==> src/rtl/adder_packet_scheduler.sv <==
// adder_packet_scheduler
//
// Purpose: accepts 64-bit add requests from two requesters with round-robin
// arbitration. Each packet is added SLICE_W bits per cycle with a rippled carry,
// and the result is presented with a valid/ready handshake.
//
// Ports:
//   clk, rst_n                     - rising-edge clock, asynchronous active-low reset
//   req0_valid/req0_packet/req0_ready - requester 0 handshake and packet
//                                       ([151:136] tag, [135:72] A, [71:8] B, [7:0] unused)
//   req1_valid/req1_packet/req1_ready - requester 1, same layout
//   res_valid/res_ready            - result handshake
//   res_sum, res_co                - (A+B) mod 2^64 and carry out of bit 63
//   res_tag, res_src               - tag and requester index of the result
//   busy                           - high whenever the scheduler is not idle
module adder_packet_scheduler #(
  parameter int SLICE_W = 16
) (
  input  logic         clk,
  input  logic         rst_n,
  input  logic         req0_valid,
  input  logic [151:0] req0_packet,
  output logic         req0_ready,
  input  logic         req1_valid,
  input  logic [151:0] req1_packet,
  output logic         req1_ready,
  output logic         res_valid,
  input  logic         res_ready,
  output logic [63:0]  res_sum,
  output logic         res_co,
  output logic [15:0]  res_tag,
  output logic         res_src,
  output logic         busy
);

  localparam int NSLICE = 64 / SLICE_W;
  localparam int CNT_W  = (NSLICE > 1) ? $clog2(NSLICE) : 1;

  typedef enum logic [1:0] {
    IDLE,
    ADD,
    DONE
  } state_t;

  state_t              state_q;
  logic                rrPtr_q;
  logic [63:0]         opA_q;
  logic [63:0]         opB_q;
  logic [63:0]         sumAcc_q;
  logic [15:0]         tag_q;
  logic                src_q;
  logic [CNT_W-1:0]    sliceCnt_q;
  logic                carry_q;
  logic                resValid_q;
  logic [63:0]         resSum_q;
  logic                resCo_q;
  logic [15:0]         resTag_q;
  logic                resSrc_q;
  logic                busy_q;

  logic                grant0;
  logic                grant1;
  logic                accept;
  logic [151:0]        acceptPkt;
  logic [6:0]          sliceBase;
  logic [SLICE_W-1:0]  aSlice;
  logic [SLICE_W-1:0]  bSlice;
  logic [SLICE_W:0]    sliceAdd;
  logic [63:0]         sliceMask;
  logic [63:0]         sumMerged;
  logic                lastSlice;
  logic                unusedPktBits;

  // Arbitration is only live in IDLE. A lone valid wins outright; on a tie the
  // round-robin pointer names the requester that was not served last, so the
  // two ready signals can never be high together.
  always_comb begin
    grant0 = 1'b0;
    grant1 = 1'b0;
    if (state_q == IDLE) begin
      if (req0_valid && req1_valid) begin
        grant0 = ~rrPtr_q;
        grant1 = rrPtr_q;
      end else begin
        grant0 = req0_valid;
        grant1 = req1_valid;
      end
    end
  end

  assign req0_ready = grant0;
  assign req1_ready = grant1;
  assign accept     = grant0 | grant1;
  assign acceptPkt  = grant1 ? req1_packet : req0_packet;

  // The low byte of each packet carries nothing for this block; folding it
  // into a dedicated signal documents that it is deliberately discarded.
  assign unusedPktBits = ^{req0_packet[7:0], req1_packet[7:0]};

  // Slice datapath: pick slice k of both operands by shifting, add it with the
  // carry register, and splice the slice result into the running sum without
  // disturbing the slices already computed.
  always_comb begin
    sliceBase = 7'(sliceCnt_q) * 7'(SLICE_W);
    aSlice    = SLICE_W'(opA_q >> sliceBase);
    bSlice    = SLICE_W'(opB_q >> sliceBase);
    sliceAdd  = {1'b0, aSlice} + {1'b0, bSlice} + {{SLICE_W{1'b0}}, carry_q};
    sliceMask = 64'({SLICE_W{1'b1}});
    sumMerged = (sumAcc_q & ~(sliceMask << sliceBase)) |
                (64'(sliceAdd[SLICE_W-1:0]) << sliceBase);
    lastSlice = (sliceCnt_q == CNT_W'(NSLICE - 1));
  end

  // Main FSM with all result outputs registered. The res_* registers are only
  // loaded on the ADD->DONE edge so they hold the previous result through IDLE
  // and ADD; partial sums live in sumAcc_q instead. Reset drops any operation
  // in flight, so an aborted packet is simply lost.
  always_ff @(posedge clk or negedge rst_n) begin
    if (!rst_n) begin
      state_q    <= IDLE;
      rrPtr_q    <= 1'b0;
      opA_q      <= '0;
      opB_q      <= '0;
      sumAcc_q   <= '0;
      tag_q      <= '0;
      src_q      <= 1'b0;
      sliceCnt_q <= '0;
      carry_q    <= 1'b0;
      resValid_q <= 1'b0;
      resSum_q   <= '0;
      resCo_q    <= 1'b0;
      resTag_q   <= '0;
      resSrc_q   <= 1'b0;
      busy_q     <= 1'b0;
    end else begin
      case (state_q)
        IDLE: begin
          if (accept) begin
            opA_q      <= acceptPkt[135:72];
            opB_q      <= acceptPkt[71:8];
            tag_q      <= acceptPkt[151:136];
            src_q      <= grant1;
            rrPtr_q    <= ~grant1;
            sliceCnt_q <= '0;
            carry_q    <= 1'b0;
            sumAcc_q   <= '0;
            busy_q     <= 1'b1;
            state_q    <= ADD;
          end
        end
        ADD: begin
          sumAcc_q   <= sumMerged;
          carry_q    <= sliceAdd[SLICE_W];
          sliceCnt_q <= sliceCnt_q + CNT_W'(1);
          if (lastSlice) begin
            resSum_q   <= sumMerged;
            resCo_q    <= sliceAdd[SLICE_W];
            resTag_q   <= tag_q;
            resSrc_q   <= src_q;
            resValid_q <= 1'b1;
            state_q    <= DONE;
          end
        end
        DONE: begin
          if (res_ready) begin
            resValid_q <= 1'b0;
            busy_q     <= 1'b0;
            state_q    <= IDLE;
          end
        end
        default: begin
          state_q <= IDLE;
        end
      endcase
    end
  end

  assign res_valid = resValid_q;
  assign res_sum   = resSum_q;
  assign res_co    = resCo_q;
  assign res_tag   = resTag_q;
  assign res_src   = resSrc_q;
  assign busy      = busy_q;

endmodule

==> config.mk <==
export PLATFORM = sky130hd
export DESIGN_NAME = adder_packet_scheduler
export DESIGN_NICKNAME = d
export VERILOG_FILES = /design/src/rtl/adder_packet_scheduler.sv
export SDC_FILE = /design/constraint.sdc
export NUM_CORES = 1
export LEC_CHECK = 0
export CORE_ASPECT_RATIO = 1.25
export CORE_MARGIN = 5
export CORE_UTILIZATION = 43
export DETAILED_ROUTE_END_ITERATION = 8
export GPL_ROUTABILITY_DRIVEN = 0
export PLACE_DENSITY = 0.77
export SETUP_SLACK_MARGIN = 0.2
export SLEW_MARGIN = 15
export SYNTH_ARGS = -nofsm -noshare
export SYNTH_HDL_FRONTEND = slang
export SYNTH_SLANG_ARGS = --single-unit
==> constraint.sdc <==
create_clock -name clk -period 3.61 [get_ports clk]
set_clock_uncertainty 0.05 [all_clocks]
set_input_delay 0.5415 -clock clk [delete_from_list [all_inputs] [get_ports clk]]
set_output_delay 0.5415 -clock clk [all_outputs]
set_load 0.1 [all_outputs]
Word-level counts from Yosys, hierarchy flattened
Index checks and enable logic that the tools add are counted.
Operators by class
  add/subtract/negate cells: 3
  $mul: 0
  div/mod/pow operators: 0
  magnitude comparators: 0
  equal/unequal tests: 6
  shift-type cells: 4
  muxes and demuxes: 20
  bitwise operators: 6
  reductions and logical operators: 11
Operators by type and width (count)
  $mux W152: 1
  $pmux W64 S2: 1
  $shr A64 B6 Y16: 2
  $and A64 B64 Y64: 1
  $mux W64: 1
  $not A64 Y64: 1
  $or A64 B64 Y64: 1
  $shl A16 B6 Y64: 1
  $shl A16 B6 Y64 const A: 1
  $add A16 B16 Y17: 1
  $add A17 B1 Y17: 1
  $reduce_and A3 Y1: 3
  $mux W1: 8
  $mux W2: 4
  $ne A2 B2 Y1 const B: 3
  $pmux W1 S2: 3
  $pmux W2 S3: 1
  $reduce_and A2 Y1: 3
  $reduce_bool A2 Y1: 3
  $eq A2 B2 Y1 const B: 2
  $pmux W2 S2: 1
  $add A2 B1 Y2 const B: 1
  $eq A2 B1 Y1 const B: 1
  $logic_not A2 Y1: 1
  3 further kinds: 4
Storage, ports and cells
  bits in registers: 299
  bits in latches: 0
  memory bits (writable): 0
  ROM bits: 0
  input bits: 309
  output and inout bits: 86
  word-level logic and storage cells: 65
  memories: 0

Depth between registers and ports, before layout
  word-level depth: 6
  gate-level depth with buffers: 13
  depth with buffers taken out: 11

Worst setup path after synthesis
Ideal clock, no wire load.
  path kind: flip-flop to flip-flop
  from: register sliceCnt_q[0]
  to: register sumAcc_q[12]
  setup time: 0.121 ns
  arrival: 3.571 ns
  data required time: 3.439 ns
  path slack: -0.132 ns
  cell stages (with the launch flop): 14
  buffers on the path: 2
  cells stage by stage: dfrtp_1 clkbuf_1 buf_1 mux4_2 fa_1 inv_1 fa_1 nor2b_1 o31a_1 o21ai_2 a21oi_2 o41ai_4 xnor2_1 a22o_1
Between the ends
  longest elaborated chain between the ends: 6
  elaborated cells on any way between the ends: 10
RTL lines
  start, declared: line 52  | logic [CNT_W-1:0] sliceCnt_q;
  start signal, assigned: line 154  | sliceCnt_q <= sliceCnt_q + CNT_W'(1);
  $shr A64 B6 Y16 (on tied branches): line 105, 106
  $add A16 B16 Y17: line 107  | sliceAdd = {1'b0, aSlice} + {1'b0, bSlice} + {{SLICE_W{1'b0}}, carry_q};
  $add A17 B1 Y17: line 107
  $shl A16 B6 Y64: line 110  | (64'(sliceAdd[SLICE_W-1:0]) << sliceBase);
  $or A64 B64 Y64 *: line 109  | sumMerged = (sumAcc_q & ~(sliceMask << sliceBase)) |
  $pmux W64 S2 *: line 136  | case (state_q)
  end signal, assigned: line 152  | sumAcc_q <= sumMerged;
  end, declared: line 49  | logic [63:0] sumAcc_q;
Every way passes the cells marked *; elsewhere a longest branch is shown, timed or not.
A chain may end at the register's enable or synchronous reset.

Worst setup path in the final report
  from: register sliceCnt_q[0]
  to: register sumAcc_q[40]
The elaborated chain is that of the path after synthesis.

==> impl_metrics.csv <==
group,metric,value,unit
synthesis,synth_top_family_by_area,"compound AO/OA/AOI/OAI gates",
clocking,cts_max_path_buffers,3,
clocking,clockRootBuffer,"clkbuf_16",
setup_path,r2r-end,"sumAcc_q[40]",
run,maxCapViolCount,0,
place,hpwl,30450,um
synthesis,synthSimpleGateAreaFrac,0.1518,
route,drtAntennaViolNets,0,
clocking,ctsHoldBuffers,0,
die,ios,395,
setup_path,worstSetupEndpoint,"sumAcc_q[40]",
clocking,cts_made_buffers,27,
route,drc,0,
timing,relSlewSlack,0.2455,
synthesis,synth_fp_nets,1620,
setup_path,cp_max_fo,4,
synthesis,avgSynthCellArea,10.11,sq um
timing,setup_viol,0,
setup_path,critPathRequiredTime,3.98,ns
die,rows,71,
setup_path,worstSetupPathType,"reg2reg",
synthesis,synth_mux_area_frac,0.05833,
layout,final_common_cell,"nand2_1",
timing,tns,0,ns
layout,final_cell_mix,"376 x nand2_1, 375 x clkdlybuf4s50_1, 281 x dfrtp_1",
layout,drive_gt1_frac,0.09036,
clocking,clk_pin_slew_worst_paths,0.06,ns
synthesis,synth_top_area_cell,"dfrtp_1",
timing,tightest_slew,1.128,ns
synthesis,synth_area_leaders,"dfrtp_1 54%, nand2_1 11%, a22oi_1 8.3%",
die,core_area,30030,sq um
setup_path,cp-start-kind,"flop",
timing,fin_crit,3.340,ns
synthesis,async_flop_share,1.000,
route,firstDrtPassIters,5,
route,viasPerCell,5.461,
clocking,worstSkewPairLatency,0.53,ns
setup_path,setup.worst_path.start,"sliceCnt_q[0]",
run_status,status,"completed",
clocking,h-tree-depth,1,
layout,area_growth,41.34,%
setup_path,worstRegToRegCells,12,
synthesis,synth_xor_area_frac,0.009402,
die,die_area,33930,sq um
route,first_iter_violations,888,
die,start_util,0.4343,
die,die_x,165.8,um
global_routing,grt_pass1_vias,11720,
die,die_h,204.7,um
setup_path,crit_arrival,3.71,ns
clocking,cts.sinks,283,
timing,finalMaxSlewViolations,0,
synthesis,synth_compound_area_frac,0.1848,
timing,fmax,299.4,MHz
synthesis,syn_inst,1290,
global_routing,grt_pass1_wl,63870,um
synthesis,synth_ff_type,"dfrtp_1",
synthesis,synth_edf_count,0,
timing,grt_setup_unrepaired,"true",
synthesis,yosysWarnings,0,
timing,finalHoldViolCount,0,
synthesis,synth.distinct_cells,43,
synthesis,synth.top_cell.area_share,0.5430,
setup_path,endpoint_kind,"flop",
route,routed_wirelength,41100,um
setup_path,r2r_start,"sliceCnt_q[0]",
hold_path,hold_class,"in2async",
timing,post-route-period-util,0.9252,
synthesis,synth-seq-cells,283,
route,via_count,11260,
clocking,cts_tree,"built",
synthesis,syn_area,13040,sq um
global_routing,grtUsageTotal,0.2342,
route,routedWlPerCell,19.93,um
global_routing,grt_start_max_net_pins,150,
place,portBuffers,378,
setup_path,ff2ff_setup_slack,0.27,ns
synthesis,synthAdderAreaFrac,0.02130,
global_routing,grt_antenna_before_repair,1,
layout,fin_nets,1974,
synthesis,synth.yosys.seq_area_share,0.5430,
global_routing,grt.overflow.total,0,
[per-layer routing]
layer | global-route usage | routed length [um] | up-vias
met5 | 0 | 0 | -
met1 | 0.2898 | 15690 | 5499
met2 | 0.4165 | 21500 | 399
li1 | - | - | 5289
met3 | 0.03918 | 2500 | 73
met4 | 0.08252 | 1406 | 0
[worst min path at each step]
stage          startpoint         end  depth (start not counted)
4_1_cts             rst_n   tag_q[15]                          1
2_1_floorplan       rst_n        busy                          0
5_1_grt             rst_n   tag_q[15]                          1
3_3_place_gp     tag_q[8]  res_tag[8]                          2
3_5_place_dp     tag_q[3]  res_tag[3]                          2
6_report            rst_n   tag_q[15]                          1
[repair_timing]
item                       in CTS  in global routing
setup endpoints to repair      16                 51
gates cloned                    0                  1
setup buffers                   3                  7
pin swaps                       1                  2
resized for setup               7                 21
[through the flow]
step | cell area, sq um | utilization | hold WS [ns] | std cells | worst slack, ns
2_1_floorplan | 13060 | - | 0.1959 | 1290 | 0.2003
3_3_place_gp | 17310 | 0.5765 | 0.3968 | 2005 | 0.1233
3_5_place_dp | 17310 | 0.5765 | 0.4006 | 2005 | 0.02787
4_1_cts | 18230 | 0.6071 | 0.03539 | 2053 | 0.2001
5_1_grt | 18430 | 0.6139 | 0.06382 | 2062 | 0.1304
6_report | 18430 | 0.6139 | 0.01539 | 2062 | 0.2698
[worst max-delay path, cell delays in order, from the launching register on]
cell and delay (ns):
dfrtp_2 0.40, buf_6 0.14, mux4_2 0.52, fa_2 0.36, inv_2 0.07, fa_2 0.21
nor2b_2 0.05, o31a_1 0.27, o21ai_2 0.20, nand2b_1 0.21, a31oi_4 0.30, xnor2_1 0.18
a22o_1 0.26
[kinds of logic after synthesis]
logic type,count (synthesis)
XOR/XNOR,14
adder cells (fa/ha/maj),21
buffers and inverters,108
AND/OR/NAND/NOR,498
flip-flops,283
AO/OA/AOI/OAI,330
multiplexers,36
[registers in the layout, summed over array words and instances (netlist names)]
signal / flops
opB_q: 64
res_sum: 64
sumAcc_q: 48
carry_q: 1
res_src: 1
busy: 1
tag_q: 16
sliceCnt_q: 2
res_tag: 16
src_q: 1
res_valid: 1
state_q: 2
res_co: 1
opA_q: 64
rrPtr_q: 1
[final cells by class]
type | count | area (sq um)
Sequential cell | 283 | 7084
Timing Repair Buffer | 420 | 4235
Fill cell | 2554 | 11590
Clock inverter | 7 | 62.56
Antenna cell | 1 | 2.502
Clock buffer | 38 | 777.0
Inverter | 13 | 48.80
Multi-Input combinational cell | 899 | 5720
Tap cell | 401 | 501.7
[Yosys cell counts, types with 5 or more instances]
master    number
clkbuf_1      79
xor2_1         5
a221oi_1      24
nand2_1      377
a22o_1        54
inv_1         13
o21ai_0       39
mux4_2        32
nand3_1        5
buf_1         13
and3_1        27
nor2_1        72
a21o_1        11
a22oi_1      144
dfrtp_1      283
xnor2_1        9
o21ai_1        5
a21oi_1       34
nor3_1         6
ha_1          19
Power is left out: the tool's default activity adds up to more than one toggle a clock period on the data nets, which glitch-free logic cannot reach.
